--- src/rtl/sym_sched.sv ---
// sym_sched: shares one 2-bit-symbol sequence detector between two requesters.
// Grants LEN-symbol bursts round-robin, clears the detector before each burst,
// streams the grantee's symbols and reports the saturating hit count with a
// one-cycle done pulse.
module sym_sched #(
    parameter int LEN   = 4,
    parameter int CNT_W = 4
) (
    input  logic             clk,
    input  logic             r,
    input  logic             req0,
    input  logic             req1,
    input  logic [1:0]       sym0,
    input  logic [1:0]       sym1,
    output logic             ack0,
    output logic             ack1,
    output logic             det_x1,
    output logic             det_x0,
    output logic             det_r,
    input  logic             det_z1,
    input  logic             det_z0,
    output logic             done0,
    output logic             done1,
    output logic [CNT_W-1:0] hits,
    output logic             busy
);

    // symbol counter only has to reach LEN-1 (LEN <= 15)
    localparam int SCW = 4;

    typedef enum logic [2:0] {IDLE, CLEAR, STREAM, DRAIN, DONE} state_t;

    state_t           state, state_nxt;
    logic             gnt, gnt_nxt;      // current grantee
    logic             gnt_pick;          // round-robin choice in IDLE
    logic             gnt_req;           // grantee still requesting
    logic             last;              // last grantee that reached DONE
    logic [SCW-1:0]   cnt;               // symbols streamed so far
    logic [CNT_W-1:0] acc, acc_nxt;      // hit accumulator
    logic             prev_stream;       // previous cycle was STREAM
    logic             hit;
    logic [1:0]       ack_v, done_v, det_x;

    assign gnt_req  = gnt ? req1 : req0;
    // both requesting: the one not served last; otherwise whoever asks
    assign gnt_pick = (req0 & req1) ? ~last : req1;

    // detector output is one cycle late, so a hit belongs to the burst only
    // when the previous cycle streamed a symbol
    assign hit     = (det_z1 | det_z0) & prev_stream;
    assign acc_nxt = (hit && acc != {CNT_W{1'b1}}) ? acc + CNT_W'(1) : acc;

    assign {ack1, ack0}     = ack_v;
    assign {done1, done0}   = done_v;
    assign {det_x1, det_x0} = det_x;

    // state and grantee registers
    always_ff @(posedge clk or posedge r) begin
        if (r) begin
            state <= IDLE;
            gnt   <= 1'b0;
        end else begin
            state <= state_nxt;
            gnt   <= gnt_nxt;
        end
    end

    // next state and state-decoded detector/requester controls
    always_comb begin
        state_nxt = state;
        gnt_nxt   = gnt;
        det_r     = 1'b0;
        det_x     = 2'b00;
        ack_v     = 2'b00;
        done_v    = 2'b00;
        busy      = 1'b1;
        case (state)
            IDLE: begin
                det_r = 1'b1;
                busy  = 1'b0;
                if (req0 | req1) begin
                    state_nxt = CLEAR;
                    gnt_nxt   = gnt_pick;
                end
            end
            CLEAR: begin
                det_r     = 1'b1;
                state_nxt = gnt_req ? STREAM : IDLE;
            end
            STREAM: begin
                det_x      = gnt ? sym1 : sym0;
                ack_v[gnt] = 1'b1;
                if (!gnt_req)
                    state_nxt = IDLE;
                else if (cnt == SCW'(LEN - 1))
                    state_nxt = DRAIN;
            end
            DRAIN: state_nxt = DONE;
            DONE: begin
                done_v[gnt] = 1'b1;
                state_nxt   = IDLE;
            end
            default: state_nxt = IDLE;
        endcase
    end

    // symbol counter, hit accumulator and burst result
    always_ff @(posedge clk or posedge r) begin
        if (r) begin
            cnt         <= '0;
            acc         <= '0;
            prev_stream <= 1'b0;
            hits        <= '0;
            last        <= 1'b1;
        end else begin
            prev_stream <= (state == STREAM);
            if (state == CLEAR) begin
                cnt <= '0;
                acc <= '0;
            end else begin
                if (state == STREAM)
                    cnt <= cnt + SCW'(1);
                acc <= acc_nxt;
            end
            // result is captured on the way into DONE (including the DRAIN
            // cycle's hit) so hits is already valid while done is high
            if (state == DRAIN) begin
                hits <= acc_nxt;
                last <= gnt;
            end
        end
    end

endmodule
--- config.mk ---
export PLATFORM = sky130hd
export DESIGN_NAME = sym_sched
export DESIGN_NICKNAME = d
export VERILOG_FILES = /design/src/rtl/sym_sched.sv
export SDC_FILE = /design/constraint.sdc
export NUM_CORES = 1
export LEC_CHECK = 0
export CAP_MARGIN = 20
export CORE_ASPECT_RATIO = 0.75
export CORE_MARGIN = 1.5
export CORE_UTILIZATION = 30
export CTS_CLUSTER_DIAMETER = 100
export DETAILED_ROUTE_END_ITERATION = 8
export PLACE_DENSITY = 0.63
export SKIP_LAST_GASP = 1
export SYNTH_ARGS = -nofsm -noshare
export SYNTH_HDL_FRONTEND = slang
export SYNTH_SLANG_ARGS = --single-unit
export TNS_END_PERCENT = 100
--- constraint.sdc ---
create_clock -name clk -period 1.78 [get_ports clk]
set_input_delay 0.534 -clock clk [delete_from_list [all_inputs] [get_ports clk]]
set_output_delay 0.534 -clock clk [all_outputs]
set_load 0.05 [all_outputs]
==> metrics, run 1 <==
outcome=complete, but fails checks; violated checks=negative setup slack; internal power=1.40 mW; Crit Path Max Fanout=4; critical path arrival=~1.4 ns; Site Rows=17; Design Power=2.46 mW; Netlist Area Pre-Place=between 900 and 1000 um^2; final instance area=between 1000 and 1500 um^2; largest net degree at the start of global routing=13; Leakage=0.643 nW; minimum clock period after layout=1.94 ns; Required @ worst endpoint=~1.3 ns; initial antenna violation count=0; Crit-path slowest cell=or3_4; clock buffer count from CTS=3; post-DP HPWL=~1.6 mm; Avg WL per Cell=around 13 um; fmax=approximately 520 MHz; non-filler cells in the finished layout=between 150 and 200; crit path capture type=output port; via count=815; EDFF count, synth=0; Worst slew margin=between 70 and 80%; post-synth cell types=35; clock skew=0.00426 ns; Core Box Area=roughly 3000 um^2; final hold vios=0; Starting Density=about 31%; number of vias per cell=between 4 and 5; DIE WIDTH=between 60 and 70 um; maxcap violations=0; Tcrit/Tclk final=109%; Mapped Nets=approximately 110; share of layout cells above drive strength 1=between 30% and 40%; hold bufs inserted after CTS=0; crit path kind=reg -> out; sw frac=43.1%; Yosys top cell area share=46.8%; Clock power frac=between 10% and 20%; H-tree depth=1; Die ar.=approximately 3400 um^2; final core occ=about half; Worst Path Buf+Inv=3; critical path launch point type=flip-flop; CTS tree=done; max-slew violation count=0; Worst-path clk slew=about 0.070 ns; Area Overhead vs Synth=57.7%; Seq pwr share=approximately 28%; switching pwr=~1.1 mW; PwrDens=1720 nW/um^2; Hold Crit Class=reg -> reg; # DRC=0; # IOs=22; Die Span Y=a little over 50 um; max incr delay on CP=about 0.37 ns; yosys warns=0; CP delay by family, top=simple AND/OR/NAND/NOR gates; clk buf depth=2; register area share after synthesis=49.7%; dpl cell area=roughly 1300 um^2; Async SR Flop Fraction=between 90% and 100%; pre-CTS setup slack=-0.119 ns; ant diodes=0; PortBufs=21; Iter 0 DRT Violations=45; worst path cell trace=inv_1, or3_4, inv_2, and2_4, buf_12; setup violators final=6; cell taking the most area after synthesis=dfrtp_1; Gate power share=approximately 61%; unrepaired setup endpoints after global routing=yes; Area contributors post-synth=dfrtp_1 (47%), mux2i_1 (5.5%), nor2_1 (4.5%), a21oi_1 (3.3%), dfstp_2 (2.9%); Clk Latency, worst-skew pair=~0.25 ns; final setup margin=-0.160 ns; Synth Instances=just over 90; TritonCTS Sinks=18; syn avg cell area=just under 10 um^2; Root Driver=clkbuf_8; vias in the first global route=approximately 800; first-pass GRT wire length=roughly 3.7 mm; antenna-violating nets left=0; first drt pass iteration count=4; Max VDD drop=0.573 mV; primary flip-flop cell chosen by synthesis mapping=dfrtp_1; post-synthesis register bit count=18; GRT Residual Overflow=0; Post-Place Cells=roughly 150; final net count=between 100 and 150; final WL=between 2 and 2.5 mm; routability cong.=0.827; Worst Tran Pin Value=0.406 ns; Tot GR Track Use=~15%
## Yosys cell counts (2+ instances only)
| master | n |
|---|---|
| buf_2 | 3 |
| nor3_1 | 2 |
| nand2b_1 | 3 |
| inv_2 | 2 |
| or3_1 | 2 |
| a21oi_1 | 6 |
| dfrtp_1 | 17 |
| o21ai_0 | 5 |
| inv_1 | 4 |
| nand2_1 | 7 |
| mux2i_1 | 5 |
| nor2_1 | 11 |
| ha_1 | 2 |
| a31oi_1 | 3 |
## flip-flops by register name, summed over array words and instances, names as in the netlist
signal and count:
prev_stream 1, acc 4, gnt 1, last 1, cnt 4, state 3, hits 4
## layer usage
| layer | vias up | part of all wire, % | GRT usage (%) | wire length [um] |
|---|---|---|---|---|
| met5 | - | 0 | 0 | 0 |
| met4 | 0 | 0.98 | 5.10 | 21 |
| met3 | 4 | 5.4 | 4.93 | 116 |
| met2 | 25 | 47 | 21.5 | 1000 |
| met1 | 389 | 47 | 20.8 | 997 |
| li1 | 397 | - | - | - |
## per-stage QoR
| step | TNS [ns] | hold WS [ns] |
|---|---|---|
| CTS | -0.688 | 0.461 |
| finish | -0.649 | 0.458 |
| detailed placement | -0.374 | 0.451 |
| floorplan | -0.265 | 0.439 |
| global route | -1.11 | 0.494 |
| global placement | -0.265 | 0.446 |
## area by class of cell
cell class	instances	area, um^2
tap	38	47.5
multi-input combinational	65	465
sequential	18	453
fill	253	1480
clock buffer	4	45.0
inverter	6	22.5
timing repair buffer	33	399
## kinds of logic (layout without fill, tap and decap cells)
kind of cell / after synthesis / count (layout) / share of synthesized area [%]
fa+ha+maj: 2 / 2 / 2.75
mux: 5 / 5 / 5.51
compound gates: 22 / 22 / 15.2
buf+inv: 10 / 43 / 4.96
flops: 18 / 18 / 49.7
simple gates: 36 / 36 / 21.9
## worst reg2reg max path, cell delays in order (launching register included)
cell     delay (ns)
dfrtp_1        0.36
inv_1          0.07
or3_4          0.37
inv_2          0.08
buf_4          0.10
buf_4          0.09
buf_4          0.11
nand4_1        0.11
mux2i_1        0.14
## layout by cell type (no fill, tap or decap), types with 2 or more instances in the layout
cell / synthesis / routed
dfrtp_1: 17 / 16
buf_4: 1 / 13
buf_12: 0 / 10
clkdlybuf4s50_1: 0 / 9
nand2_1: 7 / 7
nor2_1: 11 / 7
a21oi_1: 6 / 6
o21ai_0: 5 / 5
mux2i_1: 5 / 5
inv_1: 4 / 4
nor2_2: 0 / 4
a31oi_1: 3 / 3
nand2b_1: 3 / 3
clkbuf_8: 0 / 3
inv_2: 2 / 2
or3_1: 2 / 2
ha_1: 2 / 2
## power groups by stage
| stage | combinational (mW) | sequential [mW] | clock (mW) |
|---|---|---|---|
| 3_5_place_dp | 1.32 | 0.690 | 0 |
| 2_1_floorplan | 0.712 | 0.768 | 0 |
| 6_report | 1.49 | 0.683 | 0.290 |
| 4_1_cts | 1.48 | 0.684 | 0.298 |
| 5_1_grt | 1.60 | 0.704 | 0.315 |
| 3_3_place_gp | 1.31 | 0.680 | 0 |
## final timing paths
path	startpoint	to	slack [ns]	depth (start not counted)
setup / recovery	state[1]$_DFFE_PP0P_	ack1	-0.16	5
hold reg to reg	last$_DFFE_PP1P_	last$_DFFE_PP1P_	0.46	2
setup reg to reg	state[1]$_DFFE_PP0P_	cnt[3]$_DFFE_PP0P_	0.24	8
hold / removal	last$_DFFE_PP1P_	last$_DFFE_PP1P_	0.46	2
max in group asynchronous	r	acc[3]$_DFF_PP0_	0.83	3
min in group asynchronous	r	state[1]$_DFFE_PP0P_	0.50	2
## timing repair
action / in CTS / in global routing
setup buffers: 5 / 3
gates resized for setup: 7 / 1
pin swaps: 3 / 2
setup endpoints to repair: 7 / 8
Power figures use the tool's default switching activity.
==> run 2: changes to the inputs <==
--- a/config.mk
+++ b/config.mk
@@ -11,6 +11,7 @@
 export CORE_UTILIZATION = 30
 export CTS_CLUSTER_DIAMETER = 100
 export DETAILED_ROUTE_END_ITERATION = 8
+export HOLD_SLACK_MARGIN = 0.02
 export PLACE_DENSITY = 0.63
 export SKIP_LAST_GASP = 1
 export SYNTH_ARGS = -nofsm -noshare
==> results of run 2 <==
The final DEF is identical to that of run 1; final timing and power are the same.
